--- src/rtl/dnn_loader_if.sv ---
// dnn_loader_if: bundles the operand stream, the 28-operand fan-out and the
// fire/result handshake between the loader and the inference stage.
// WEIGHT_REUSE_EN adds the wt_hold sideband on the stream.
interface dnn_loader_if;
    logic       s_valid;
    logic [4:0] s_data;        // two's complement operand
    logic       s_last;
    logic       s_ready;
`ifdef WEIGHT_REUSE_EN
    logic       wt_hold;
`endif
    logic [4:0] x0, x1, x2, x3;
    logic [4:0] w04, w05, w06, w07, w14, w15, w16, w17;
    logic [4:0] w24, w25, w26, w27, w34, w35, w36, w37;
    logic [4:0] w48, w49, w58, w59, w68, w69, w78, w79;
    logic       in_ready;
    logic       res_valid;
    logic       frame_err;
    logic [7:0] frame_cnt;

`ifdef WEIGHT_REUSE_EN
    modport slave (
        input  s_valid, s_data, s_last, wt_hold, res_valid,
        output s_ready, in_ready, frame_err, frame_cnt,
        output x0, x1, x2, x3,
        output w04, w05, w06, w07, w14, w15, w16, w17,
        output w24, w25, w26, w27, w34, w35, w36, w37,
        output w48, w49, w58, w59, w68, w69, w78, w79
    );
    modport master (
        output s_valid, s_data, s_last, wt_hold, res_valid,
        input  s_ready, in_ready, frame_err, frame_cnt,
        input  x0, x1, x2, x3,
        input  w04, w05, w06, w07, w14, w15, w16, w17,
        input  w24, w25, w26, w27, w34, w35, w36, w37,
        input  w48, w49, w58, w59, w68, w69, w78, w79
    );
`else
    modport slave (
        input  s_valid, s_data, s_last, res_valid,
        output s_ready, in_ready, frame_err, frame_cnt,
        output x0, x1, x2, x3,
        output w04, w05, w06, w07, w14, w15, w16, w17,
        output w24, w25, w26, w27, w34, w35, w36, w37,
        output w48, w49, w58, w59, w68, w69, w78, w79
    );
    modport master (
        output s_valid, s_data, s_last, res_valid,
        input  s_ready, in_ready, frame_err, frame_cnt,
        input  x0, x1, x2, x3,
        input  w04, w05, w06, w07, w14, w15, w16, w17,
        input  w24, w25, w26, w27, w34, w35, w36, w37,
        input  w48, w49, w58, w59, w68, w69, w78, w79
    );
`endif
endinterface

--- src/rtl/dnn_loader.sv ---
// dnn_loader: assembles a serial stream of 5-bit operands into the 28 parallel
// inputs/weights of the 4-4-2 ReLU stage, fires it, then waits for its result.
// Optional feature macro: WEIGHT_REUSE_EN (wt_hold selects 4-beat input-only
// frames once a good frame has loaded the weights).
//
// state | meaning
// LOAD  | accepting beats, s_ready high
// FIRE  | full frame held, in_ready high for this one cycle
// WAIT  | operands frozen, waiting for res_valid or timeout
module dnn_loader #(
    parameter int TIMEOUT = 15
) (
    input logic         clk,
    input logic         rst,
    dnn_loader_if.slave bus
);
    localparam int         FRAME_LEN  = 28;
    localparam logic [4:0] LAST_FULL  = 5'(FRAME_LEN - 1);
    localparam logic [4:0] LAST_SHORT = 5'd3;

    typedef enum logic [1:0] {LOAD, FIRE, WAIT} state_t;

    state_t     state, state_n;
    logic [4:0] idx, idx_n;
    logic [3:0] wait_cnt, wait_cnt_n;
    logic [7:0] frame_cnt_q, frame_cnt_n;
    logic       s_ready_q, in_ready_q, frame_err_q, err_n;
    logic [4:0] ops [FRAME_LEN];
    logic       accept, short_frame;
    logic [4:0] last_idx;

    assign accept   = bus.s_valid && s_ready_q;
    assign last_idx = short_frame ? LAST_SHORT : LAST_FULL;

`ifdef WEIGHT_REUSE_EN
    logic weights_valid, short_q;

    // The frame length is decided by wt_hold on the first beat and held for the rest of the frame.
    assign short_frame = (idx == 5'd0) ? (bus.wt_hold && weights_valid) : short_q;

    // Track frame length and whether a well-formed full frame has loaded the weights.
    always_ff @(posedge clk) begin
        if (rst) begin
            weights_valid <= 1'b0;
            short_q       <= 1'b0;
        end else begin
            if (accept && idx == 5'd0) short_q <= short_frame;
            if (state == FIRE)         weights_valid <= 1'b1;
        end
    end
`else
    assign short_frame = 1'b0;
`endif

    // State register.
    always_ff @(posedge clk) begin
        if (rst) state <= LOAD;
        else     state <= state_n;
    end

    // Next-state and next-value logic.
    always_comb begin
        state_n     = state;
        idx_n       = idx;
        wait_cnt_n  = wait_cnt;
        frame_cnt_n = frame_cnt_q;
        err_n       = 1'b0;
        case (state)
            LOAD: begin
                if (accept) begin
                    if (bus.s_last && idx == last_idx) begin
                        state_n = FIRE;
                        idx_n   = 5'd0;
                    end else if (bus.s_last || idx == last_idx) begin
                        err_n = 1'b1;
                        idx_n = 5'd0;
                    end else begin
                        idx_n = idx + 5'd1;
                    end
                end
            end
            FIRE: begin
                state_n    = WAIT;
                wait_cnt_n = 4'(TIMEOUT - 1);   // down-counter: terminal count 0 ends the last WAIT cycle
            end
            WAIT: begin
                if (bus.res_valid) begin
                    frame_cnt_n = frame_cnt_q + 8'd1;
                    state_n     = LOAD;
                end else if (wait_cnt == 4'd0) begin
                    err_n   = 1'b1;
                    state_n = LOAD;
                end else begin
                    wait_cnt_n = wait_cnt - 4'd1;
                end
            end
            default: state_n = LOAD;
        endcase
    end

    // Registered datapath, strobes and operand capture.
    always_ff @(posedge clk) begin
        if (rst) begin
            idx         <= 5'd0;
            wait_cnt    <= 4'd0;
            frame_cnt_q <= 8'd0;
            s_ready_q   <= 1'b0;
            in_ready_q  <= 1'b0;
            frame_err_q <= 1'b0;
            for (int i = 0; i < FRAME_LEN; i++) ops[i] <= 5'd0;
        end else begin
            idx         <= idx_n;
            wait_cnt    <= wait_cnt_n;
            frame_cnt_q <= frame_cnt_n;
            s_ready_q   <= (state_n == LOAD);
            in_ready_q  <= (state_n == FIRE);
            frame_err_q <= err_n;
            if (accept) ops[idx] <= bus.s_data;
        end
    end

    assign bus.s_ready   = s_ready_q;
    assign bus.in_ready  = in_ready_q;
    assign bus.frame_err = frame_err_q;
    assign bus.frame_cnt = frame_cnt_q;

    assign bus.x0  = ops[0];
    assign bus.x1  = ops[1];
    assign bus.x2  = ops[2];
    assign bus.x3  = ops[3];
    assign bus.w04 = ops[4];
    assign bus.w05 = ops[5];
    assign bus.w06 = ops[6];
    assign bus.w07 = ops[7];
    assign bus.w14 = ops[8];
    assign bus.w15 = ops[9];
    assign bus.w16 = ops[10];
    assign bus.w17 = ops[11];
    assign bus.w24 = ops[12];
    assign bus.w25 = ops[13];
    assign bus.w26 = ops[14];
    assign bus.w27 = ops[15];
    assign bus.w34 = ops[16];
    assign bus.w35 = ops[17];
    assign bus.w36 = ops[18];
    assign bus.w37 = ops[19];
    assign bus.w48 = ops[20];
    assign bus.w49 = ops[21];
    assign bus.w58 = ops[22];
    assign bus.w59 = ops[23];
    assign bus.w68 = ops[24];
    assign bus.w69 = ops[25];
    assign bus.w78 = ops[26];
    assign bus.w79 = ops[27];
endmodule

--- src/flat_wrapper.sv ---
// flat-port wrapper written by rule: the top's interface ports become plain ports
module dnn_loader_flat 
#(
    parameter int TIMEOUT = 15
)
  (clk, rst, bus_s_valid, bus_s_data, bus_s_last, bus_res_valid, bus_s_ready, bus_in_ready, bus_frame_err, bus_frame_cnt, bus_x0, bus_x1, bus_x2, bus_x3, bus_w04, bus_w05, bus_w06, bus_w07, bus_w14, bus_w15, bus_w16, bus_w17, bus_w24, bus_w25, bus_w26, bus_w27, bus_w34, bus_w35, bus_w36, bus_w37, bus_w48, bus_w49, bus_w58, bus_w59, bus_w68, bus_w69, bus_w78, bus_w79);
  dnn_loader_if bus_i ();
  input logic clk;
  input logic rst;
  input wire logic [$bits(bus_i.s_valid)-1:0] bus_s_valid;
  input wire logic [$bits(bus_i.s_data)-1:0] bus_s_data;
  input wire logic [$bits(bus_i.s_last)-1:0] bus_s_last;
  input wire logic [$bits(bus_i.res_valid)-1:0] bus_res_valid;
  output wire logic [$bits(bus_i.s_ready)-1:0] bus_s_ready;
  output wire logic [$bits(bus_i.in_ready)-1:0] bus_in_ready;
  output wire logic [$bits(bus_i.frame_err)-1:0] bus_frame_err;
  output wire logic [$bits(bus_i.frame_cnt)-1:0] bus_frame_cnt;
  output wire logic [$bits(bus_i.x0)-1:0] bus_x0;
  output wire logic [$bits(bus_i.x1)-1:0] bus_x1;
  output wire logic [$bits(bus_i.x2)-1:0] bus_x2;
  output wire logic [$bits(bus_i.x3)-1:0] bus_x3;
  output wire logic [$bits(bus_i.w04)-1:0] bus_w04;
  output wire logic [$bits(bus_i.w05)-1:0] bus_w05;
  output wire logic [$bits(bus_i.w06)-1:0] bus_w06;
  output wire logic [$bits(bus_i.w07)-1:0] bus_w07;
  output wire logic [$bits(bus_i.w14)-1:0] bus_w14;
  output wire logic [$bits(bus_i.w15)-1:0] bus_w15;
  output wire logic [$bits(bus_i.w16)-1:0] bus_w16;
  output wire logic [$bits(bus_i.w17)-1:0] bus_w17;
  output wire logic [$bits(bus_i.w24)-1:0] bus_w24;
  output wire logic [$bits(bus_i.w25)-1:0] bus_w25;
  output wire logic [$bits(bus_i.w26)-1:0] bus_w26;
  output wire logic [$bits(bus_i.w27)-1:0] bus_w27;
  output wire logic [$bits(bus_i.w34)-1:0] bus_w34;
  output wire logic [$bits(bus_i.w35)-1:0] bus_w35;
  output wire logic [$bits(bus_i.w36)-1:0] bus_w36;
  output wire logic [$bits(bus_i.w37)-1:0] bus_w37;
  output wire logic [$bits(bus_i.w48)-1:0] bus_w48;
  output wire logic [$bits(bus_i.w49)-1:0] bus_w49;
  output wire logic [$bits(bus_i.w58)-1:0] bus_w58;
  output wire logic [$bits(bus_i.w59)-1:0] bus_w59;
  output wire logic [$bits(bus_i.w68)-1:0] bus_w68;
  output wire logic [$bits(bus_i.w69)-1:0] bus_w69;
  output wire logic [$bits(bus_i.w78)-1:0] bus_w78;
  output wire logic [$bits(bus_i.w79)-1:0] bus_w79;
  assign bus_i.s_valid = bus_s_valid;
  assign bus_i.s_data = bus_s_data;
  assign bus_i.s_last = bus_s_last;
  assign bus_i.res_valid = bus_res_valid;
  assign bus_s_ready = bus_i.s_ready;
  assign bus_in_ready = bus_i.in_ready;
  assign bus_frame_err = bus_i.frame_err;
  assign bus_frame_cnt = bus_i.frame_cnt;
  assign bus_x0 = bus_i.x0;
  assign bus_x1 = bus_i.x1;
  assign bus_x2 = bus_i.x2;
  assign bus_x3 = bus_i.x3;
  assign bus_w04 = bus_i.w04;
  assign bus_w05 = bus_i.w05;
  assign bus_w06 = bus_i.w06;
  assign bus_w07 = bus_i.w07;
  assign bus_w14 = bus_i.w14;
  assign bus_w15 = bus_i.w15;
  assign bus_w16 = bus_i.w16;
  assign bus_w17 = bus_i.w17;
  assign bus_w24 = bus_i.w24;
  assign bus_w25 = bus_i.w25;
  assign bus_w26 = bus_i.w26;
  assign bus_w27 = bus_i.w27;
  assign bus_w34 = bus_i.w34;
  assign bus_w35 = bus_i.w35;
  assign bus_w36 = bus_i.w36;
  assign bus_w37 = bus_i.w37;
  assign bus_w48 = bus_i.w48;
  assign bus_w49 = bus_i.w49;
  assign bus_w58 = bus_i.w58;
  assign bus_w59 = bus_i.w59;
  assign bus_w68 = bus_i.w68;
  assign bus_w69 = bus_i.w69;
  assign bus_w78 = bus_i.w78;
  assign bus_w79 = bus_i.w79;
  dnn_loader #(.TIMEOUT(TIMEOUT)) u_core (.clk(clk), .rst(rst), .bus(bus_i));
endmodule
--- config.mk ---
export PLATFORM = sky130hd
export DESIGN_NAME = dnn_loader_flat
export DESIGN_NICKNAME = d
export VERILOG_FILES = /design/src/rtl/dnn_loader_if.sv /design/src/rtl/dnn_loader.sv /design/src/flat_wrapper.sv
export SDC_FILE = /design/constraint.sdc
export NUM_CORES = 1
export LEC_CHECK = 0
export ABC_AREA = 1
export CORE_MARGIN = 2
export CORE_UTILIZATION = 38
export CTS_BUF_LIST = sky130_fd_sc_hd__clkbuf_4
export CTS_CLUSTER_DIAMETER = 30
export DETAILED_ROUTE_END_ITERATION = 12
export DONT_BUFFER_PORTS = 1
export HOLD_SLACK_MARGIN = 0.05
export PLACE_DENSITY = 0.54
export SYNTH_ARGS = -nofsm -noshare
export SYNTH_HDL_FRONTEND = slang
export SYNTH_SLANG_ARGS = --single-unit
--- constraint.sdc ---
create_clock -name clk -period 2.7 [get_ports clk]
set_clock_uncertainty 0.2 [all_clocks]
set_input_delay 0.675 -clock clk [delete_from_list [all_inputs] [get_ports clk]]
set_output_delay 0.675 -clock clk [all_outputs]
set_load 0.1 [all_outputs]
==> flow_summary.toml, run 1 <==
[pwr]
leakagePower_uw = 0.00334
total_power_uw = 4880
cellPowerDensity_nw_per_um2 = 623
ir_drop_v = 0.000239

[placement]
routabilityCongestion = 0.757
dp.final_hpwl_um = 10400
port_buffers = 0

[cells_and_area]
nets = 709
drive_gt1_share_pct = 28.7
area_growth_pct = 25.7
diodes = 0

[global_routing]
grt_pass1_wl_um = 24000
grt_pass1_vias = 4478
gr-total-overflow = 0
grtUsageTotal_pct = 18.1
antenna_found_initial = 0
grt_max_degree = 39

[setup_path]
r2r_start = "u_core.idx[0]"
crit_start = "u_core.idx[0]"
crit_arrival_ns = 2.25
endpoint_kind = "flip-flop"
max_stage_delay_ns = 0.46
required_ns = 2.76
crit_type = "flip-flop to flip-flop"
crit_fanout = 7
crit_slowest_cell = "nor2_2"
worstPathCellList = "inv_1 -> ha_1 -> inv_1 -> nor2_2 -> nand2_1 -> nand2_1"
cp-start-kind = "flip-flop"

[sta]
hold_violations = 0
worst_pin_slew_ns = 0.690
fin_setup_tns_ns = 0
fin_crit_sh_pct = 81.2
hold_slack_ns = 0.169
grt_setup_unrepaired = "no"
setup_viol_count_final = 0
maxSlewHeadroom_pct = 54.0
slew_viol_final = 0
period_minus_slack_ns = 2.19
fmax_mhz = 456

[logic_synthesis]
synth_cells = 533
netlist_area_sq_um = 6230
ys_ff_latch = 162
synth.distinct_cells = 21
syn_avg_cell_area_sq_um = 11.7
yosysWarnings = 0
synth-seq-area-share_pct = 74.5
syn_nets = 552

[floorplanning]
initial_core_util_pct = 39.1
placementRows = 46
coreArea_sq_um = 15900
die_h_um = 132
die-area_sq_um = 17400
boundaryPins = 161
die_w_um = 132

[routing]
firstDrtPassIters = 5
antenna_left = 0
avgRoutedWirePerCell_um = 16.9
route.detailed.drc = 0
via_count = 4432
wirelength_um = 15500
drtIter0Drc = 312
viasPerCell = 4.82

[clock_network]
clk_pin_slew_worst_paths_ns = 0.14
clock_path_buffers = 2
clk_latency_ns = 0.55
post_cts_resized = 0
cts_tree = "built"
clock_sink_count = 162
htreeDepth = 4
cts_made_buffers = 17
cts_root_buf = "clkbuf_4"

[worst_hold_path]
hold_path_class = "input pin to flip-flop"
min_from = "bus_res_valid"

[run]
drv_cap = 0

[run_status]
outcome = "finished, final reports clean"
-- synth_stat cells --
cell type  count  area share, %
ha_1           9            1.8
nand4_1        1           0.10
nor3_1         7           0.56
xnor2_1        1           0.14
nor3_2         5           0.80
clkbuf_1      15           0.90
inv_2          8           0.48
a21oi_1       15            1.2
nor3b_1        1           0.12
dfxtp_1       22            7.1
nand2_1       96            5.8
or2_2          1           0.10
xor2_1         1           0.14
nand3_1       12           0.96
o21ai_0        5           0.40
nand3_2        1           0.16
buf_4          1           0.12
inv_1         30            1.8
edfxtp_1     140             67
nor2_1       158            9.5
nor2_2         4           0.40
-- stage by stage --
stage / utilization [%] / setup WS, ns / cell area (sq um) / std cells
final: 49.1 / 0.508 / 7840 / 919
after global routing: 49.1 / 0.279 / 7840 / 919
after CTS: 49.1 / 0.477 / 7840 / 919
after detailed placement: 47.6 / 0.165 / 7590 / 886
after global placement: 47.6 / 0.274 / 7590 / 886
after floorplan: - / 0.419 / 6230 / 533
-- sequential cells by signal (all words and copies together) (netlist names) --
register              cells
u_core.bus.frame_cnt      8
u_core.bus.frame_err      1
u_core.wait_cnt           4
u_core.bus.in_ready       1
u_core.state              2
u_core.bus.s_ready        1
u_core.idx                5
u_core.ops              140
-- metal layers --
metal | global-route usage (%) | vias to the layer above | share of wire, %
met5 | 0 | - | 0
met4 | 6.82 | 0 | 1.8
met3 | 4.96 | 21 | 7.8
met2 | 30.1 | 202 | 48
met1 | 22.7 | 2126 | 42
li1 | - | 2083 | -
-- placed cells by master (no fill, tap or decap), types with 2 or more instances in the layout --
cell and count:
clkinv_2 3, edfxtp_1 140, clkbuf_4 17, ha_1 9, nor2_2 4, clkinvlp_4 4
nor3_1 7, nor2_1 158, inv_6 3, buf_4 153, inv_2 8, inv_1 30
o21ai_0 5, a21oi_1 15, clkinv_1 2, nor3_2 5, clkinv_4 2, nand2_1 96
dfxtp_1 22, nand3_1 12
-- critical path, delay by kind of cell, from the launching register on --
family / cells / cell delay, ns
flip-flops: 1 / 0.38
adder cells (fa/ha/maj): 1 / 0.15
buffers and inverters: 2 / 0.17
AND/OR/NAND/NOR: 3 / 0.99
-- path summary, 6_finish.rpt --
kind / slack, ns / depth (start not counted) / endpoint
setup / recovery: 0.51 / 6 / u_core.ops[14][0]
hold / removal: 0.17 / 2 / u_core.bus.frame_cnt[0]
setup reg to reg: 0.51 / 6 / u_core.ops[14][0]
hold reg to reg: 0.31 / 2 / u_core.wait_cnt[2]
-- area by class of cell --
cell class	instances	area (sq um)
Timing Repair Buffer	154	1160
Sequential cell	162	4640
Inverter	38	143
Clock buffer	17	128
Multi-Input combinational cell	317	1380
Tap cell	216	270
Fill cell	1484	8110
Clock inverter	15	108
-- what timing repair did --
action | 4_1_cts | 5_1_grt
buffers inserted | 0 | 0
hold buffers | 1 | 0
endpoints found under the hold margin | 12 | 0
-- where the power goes --
group | leakage [uW] | switching [uW] | internal (uW)
Clock | 0.000122 | 875 | 368
Combinational | 0.00159 | 713 | 109
Sequential | 0.00162 | 30.5 | 2780
-- cells by family after synthesis --
group / Yosys count / share of synthesized area [%]
adders and majority gates: 9 / 1.81
DFF: 162 / 74.5
xor gates and xnor gates: 2 / 0.281
buffers and inverters: 54 / 3.31
and+or+nand+nor: 286 / 18.5
AOI/OAI and AO/OA: 20 / 1.61
Note: power is estimated with default switching activity, not from simulation.
==> run 2: changes to the inputs <==
==> constraint.sdc (replaced) <==
create_clock -name clk -period 2.09 [get_ports clk]
set_clock_uncertainty 0.2 [all_clocks]
set_input_delay 0.5225 -clock clk [delete_from_list [all_inputs] [get_ports clk]]
set_output_delay 0.5225 -clock clk [all_outputs]
set_load 0.1 [all_outputs]
==> run 2 against run 1 <==
Against the previous run: sequential power up 29%; non-clock buffer count up 44; via count up 1.8%; critical path depth down 5; final cell count up 4.9%; register-to-register slack worse by 0.35 ns; largest cell class unchanged.
==> flow_summary.toml, run 2 (same netlist as run 1, synthesis figures left out) <==
[clock_network]
cts_root_buf = "clkbuf_4"
clock_path_buffers = 2
post_cts_resized = 0
htreeDepth = 4
cts_made_buffers = 17
clock_sink_count = 162
clk_latency_ns = 0.54
cts_tree = "built"
cts_setup_buffers = 0
clk_pin_slew_worst_paths_ns = 0.14

[sta]
fmax_mhz = 504
grt_setup_unrepaired = "no"
setup_viol_count_final = 0
hold_violations = 0
maxSlewHeadroom_pct = 57.0
worst_pin_slew_ns = 0.641
fin_crit_sh_pct = 95.0
slew_viol_final = 0
period_minus_slack_ns = 1.98
hold_slack_ns = 0.129
fin_setup_tns_ns = 0

[routing]
route.detailed.drc = 0
drtIter0Drc = 315
avgRoutedWirePerCell_um = 16.1
firstDrtPassIters = 4
antenna_left = 0
viasPerCell = 4.68
via_count = 4512
wirelength_um = 15500

[setup_path]
crit_type = "flip-flop to primary output"
ff2ff_setup_slack_ns = 0.16
endpoint_kind = "primary output"
max_stage_delay_ns = 0.41
crit_buf_inv = 1
required_ns = 1.37
crit_slowest_cell = "dfxtp_1"
worstPathCellList = "buf_4"
crit_fanout = 4
cp-start-kind = "flip-flop"
crit_arrival_ns = 1.26
critPathTopFamily = "flip-flops"

[worst_hold_path]
hold_path_class = "input pin to flip-flop"

[floorplanning]
die_h_um = 132
placementRows = 46
initial_core_util_pct = 39.1
coreArea_sq_um = 15900
die_w_um = 132
boundaryPins = 161
die-area_sq_um = 17400

[cells_and_area]
largest-register = "u_core.ops"
final_common_cell = "buf_4"
final_area_sq_um = 8310
layout.cells.most_common_list = "194 x buf_4, 158 x nor2_1, 140 x edfxtp_1, 96 x nand2_1, 30 x inv_1"
drive_gt1_share_pct = 32.9
area_growth_pct = 33.3
largest_reg_flops = 140
n_fill_cell = 1399
nets = 753

[global_routing]
grt_pass1_wl_um = 24100
grt_max_degree = 39
antenna_found_initial = 1
grtUsageTotal_pct = 18.1
grt_pass1_vias = 4603
gr-total-overflow = 0

[run_status]
outcome = "finished, final reports clean"

[placement]
routabilityCongestion = 0.783
placed_area_sq_um = 7920
dp.final_hpwl_um = 10700
port_buffers = 0

[pwr]
ir_drop_v = 0.000315
leakagePower_uw = 0.00361
cellPowerDensity_nw_per_um2 = 834

[run]
drv_cap = 0
[run 2: cell count changes in the layout (fill, tap and decap cells not counted), sizes merged]
cell / before / now
clkinvlp: 4 / 0
buf: 153 / 195
bufinv: 0 / 5
dlygate4sd3: 1 / 3
diode: 0 / 1
clkinv: 7 / 6
[run 2: worst reg2reg max path, cell delays in order (launching register included)]
cell and delay (ns):
dfxtp_1 0.33, buf_4 0.30, nand3_1 0.15, xnor2_1 0.15, nand2_1 0.07, a21oi_1 0.12, dlygate4sd3_1 0.57
[run 2: area by class of cell]
class	instances	area [sq um]	area share, %
inverters	38	143	1.72
diodes	1	2.50	0.0301
multi-input cells	317	1380	16.7
repair buffers	198	1510	18.1
well taps	216	270	3.25
flip-flops and latches	162	4650	55.9
clock buffers	17	128	1.54
clock inverters	15	230	2.77
[run 2: timing repair]
action / CTS / global route
hold endpoints to repair: 14 / 0
endpoints found under the setup margin: 0 / 0
hold buffers: 3 / 0
[run 2: per-layer routing]
| layer | part of all wire [%] | track usage [%] | vias up |
|---|---|---|---|
| met1 | 41 | 21.5 | 2141 |
| li1 | - | - | 2176 |
| met4 | 1.7 | 7.85 | 0 |
| met5 | 0 | 0 | - |
| met2 | 51 | 30.8 | 176 |
| met3 | 6.9 | 5.07 | 19 |
[run 2: power by group]
part	total, uW	internal, uW	switching [uW]
clock	2210	1090	1120
sequential	3630	3600	38.5
combinational	1080	155	925
[run 2: final timing paths]
| kind | cells after the start | to | from |
|---|---|---|---|
| worst max-delay path | 1 | bus_frame_cnt[2] | u_core.bus.frame_cnt[2] |
| worst min-delay path | 3 | u_core.state[0] | bus_s_last |
| worst max register to register | 6 | u_core.bus.frame_cnt[4] | u_core.bus.frame_cnt[3] |
| worst min register to register | 2 | u_core.bus.frame_cnt[1] | u_core.bus.frame_cnt[1] |
[run 2: through the flow]
step / cells / setup WS [ns] / total power [uW] / utilization, %
after floorplan: 533 / 0.0363 / 4550 / -
after global placement: 928 / 0.147 / 4780 / 49.7
after detailed placement: 928 / 0.132 / 4790 / 49.7
after CTS: 963 / 0.0364 / 7000 / 52.1
after global routing: 964 / 0.00158 / 7150 / 52.1
final: 964 / 0.106 / 6930 / 52.1
==> run 3: changes to the inputs <==
--- a/config.mk
+++ b/config.mk
@@ -6,14 +6,15 @@
 export NUM_CORES = 1
 export LEC_CHECK = 0
 export ABC_AREA = 1
+export CAP_MARGIN = 40
 export CORE_MARGIN = 2
-export CORE_UTILIZATION = 38
+export CORE_UTILIZATION = 30
 export CTS_BUF_LIST = sky130_fd_sc_hd__clkbuf_4
 export CTS_CLUSTER_DIAMETER = 30
 export DETAILED_ROUTE_END_ITERATION = 12
 export DONT_BUFFER_PORTS = 1
 export HOLD_SLACK_MARGIN = 0.05
-export PLACE_DENSITY = 0.54
+export PLACE_DENSITY = 0.46
 export SYNTH_ARGS = -nofsm -noshare
 export SYNTH_HDL_FRONTEND = slang
 export SYNTH_SLANG_ARGS = --single-unit
==> constraint.sdc (replaced) <==
create_clock -name clk -period 2.44 [get_ports clk]
set_clock_uncertainty 0.2 [all_clocks]
set_input_delay 0.61 -clock clk [delete_from_list [all_inputs] [get_ports clk]]
set_output_delay 0.61 -clock clk [all_outputs]
set_load 0.1 [all_outputs]
==> run 3 against run 2 <==
Against the previous run: via count is 1.8% lower; total power fell by 20%; die area increased by 26%; global-route usage decreased by 3.0 points; critical endpoint is now u_core.ops[17][2]; clock-buffer cell count up 1; design area fell by 3.8%; largest power group unchanged; setup slack better by 0.11 ns; critical path type is now flip-flop to flip-flop; utilization is 13 points lower.
==> flow_summary.toml, run 3 (same netlist as run 1, synthesis figures left out) <==
[cells_and_area]
largest-register = "u_core.ops"
n_fill_cell = 1967
diodes = 0
final_common_cell = "nor2_1"
drive_gt1_share_pct = 29.4
final_area_sq_um = 8000
layout.cells.most_common_list = "158 x nor2_1, 156 x buf_4, 140 x edfxtp_1, 96 x nand2_1, 30 x inv_1"
post-route-util_pct = 39.4
largest_reg_flops = 140
nets = 714
area_growth_pct = 28.3

[floorplanning]
die_h_um = 148
die-area_sq_um = 22000
die_w_um = 148
placementRows = 52
boundaryPins = 161
initial_core_util_pct = 30.7
coreArea_sq_um = 20300

[sta]
slew_viol_final = 0
maxSlewHeadroom_pct = 50.1
fin_setup_tns_ns = 0
fin_crit_sh_pct = 91.3
fmax_mhz = 449
grt_setup_unrepaired = "no"
worst_pin_slew_ns = 0.742
hold_slack_ns = 0.142
period_minus_slack_ns = 2.23
hold_violations = 0
setup_viol_count_final = 0

[pwr]
switching_power_uw = 1810
seq_power_share_pct = 56.1
cellPowerDensity_nw_per_um2 = 694
leakagePower_uw = 0.00339
comb_power_share_pct = 16.7
swShare_pct = 32.6
ir_drop_v = 0.000322
clkPwrFrac_pct = 27.3
intPower_uw = 3740

[global_routing]
grtUsageTotal_pct = 15.0
grt_max_degree = 39
grt_pass1_wl_um = 24700
gr-total-overflow = 0
grt_pass1_vias = 4480
antenna_found_initial = 0

[clock_network]
clk_pin_slew_worst_paths_ns = 0.14
clock_path_buffers = 2
cts_made_buffers = 17
cts_tree = "built"
clk_latency_ns = 0.54
clock_sink_count = 162
cts_root_buf = "clkbuf_4"
htreeDepth = 4

[routing]
route.detailed.drc = 0
drtIter0Drc = 267
firstDrtPassIters = 4
via_count = 4429
avgRoutedWirePerCell_um = 16.7
antenna_left = 0
wirelength_um = 16400
viasPerCell = 4.53

[placement]
port_buffers = 0
placed_area_sq_um = 7700
dp.final_hpwl_um = 11200
routabilityCongestion = 0.743

[run]
drv_cap = 0

[setup_path]
crit_type = "flip-flop to flip-flop"
required_ns = 2.49
cp-start-kind = "flip-flop"
endpoint_kind = "flip-flop"
crit_arrival_ns = 2.28
crit_fanout = 7

[worst_hold_path]
hold_path_class = "input pin to flip-flop"

[run_status]
outcome = "finished, final reports clean"
==> run 3: path summary, 6_finish.rpt <==
kind | end | startpoint | depth (start not counted) | slack (ns)
hold / removal | u_core.bus.frame_cnt[0] | bus_res_valid | 2 | 0.14
setup reg to reg | u_core.ops[17][2] | u_core.idx[1] | 6 | 0.21
hold reg to reg | u_core.wait_cnt[1] | u_core.wait_cnt[1] | 2 | 0.31
setup / recovery | u_core.ops[17][2] | u_core.idx[1] | 6 | 0.21
==> run 3: what timing repair did <==
| action | 4_1_cts | 5_1_grt |
|---|---|---|
| buffers inserted | 0 | 0 |
| endpoints found under the setup margin | 0 | 20 |
| resized for setup | 0 | 2 |
| hold buffers | 2 | 0 |
| endpoints found under the hold margin | 12 | 0 |
==> run 3: final cells by class <==
| class | instances | area, sq um | area share [%] |
|---|---|---|---|
| repair buffers | 159 | 1210 | 15.1 |
| inverters | 38 | 143 | 1.78 |
| well taps | 270 | 338 | 4.22 |
| clock inverters | 14 | 131 | 1.64 |
| clock buffers | 18 | 135 | 1.69 |
| flip-flops and latches | 162 | 4640 | 58.1 |
| multi-input cells | 317 | 1390 | 17.4 |
==> run 3: metal layers <==
metal	global-route usage [%]	up-vias	wire, um
met1	19.0	2131	7040
met4	4.76	0	272
met5	0	-	0
met3	4.36	22	1180
li1	-	2094	-
met2	25.0	182	7870
==> run 3: worst max-delay path, cell delays in order, from the launching register on <==
cell and delay [ns]:
dfxtp_1 0.39, inv_1 0.10, ha_1 0.15, inv_1 0.05, nor2_2 0.50, nand2_1 0.28
nand2_1 0.27
==> run 3: power by group through the flow <==
stage | sequential, uW | combinational [uW] | clock (uW)
2_1_floorplan | 3800 | 96.1 | 0
3_3_place_gp | 3180 | 917 | 0
3_5_place_dp | 3180 | 924 | 0
4_1_cts | 3120 | 930 | 1570
5_1_grt | 3120 | 948 | 1670
6_report | 3110 | 925 | 1510
==> run 3: through the flow <==
step	power, uW	worst slack [ns]	std cells
4_1_cts	5610	0.162	978
5_1_grt	5740	0.0404	978
6_report	5550	0.212	978
3_3_place_gp	4100	0.00914	944
3_5_place_dp	4100	-0.0353	944
2_1_floorplan	3900	0.159	533
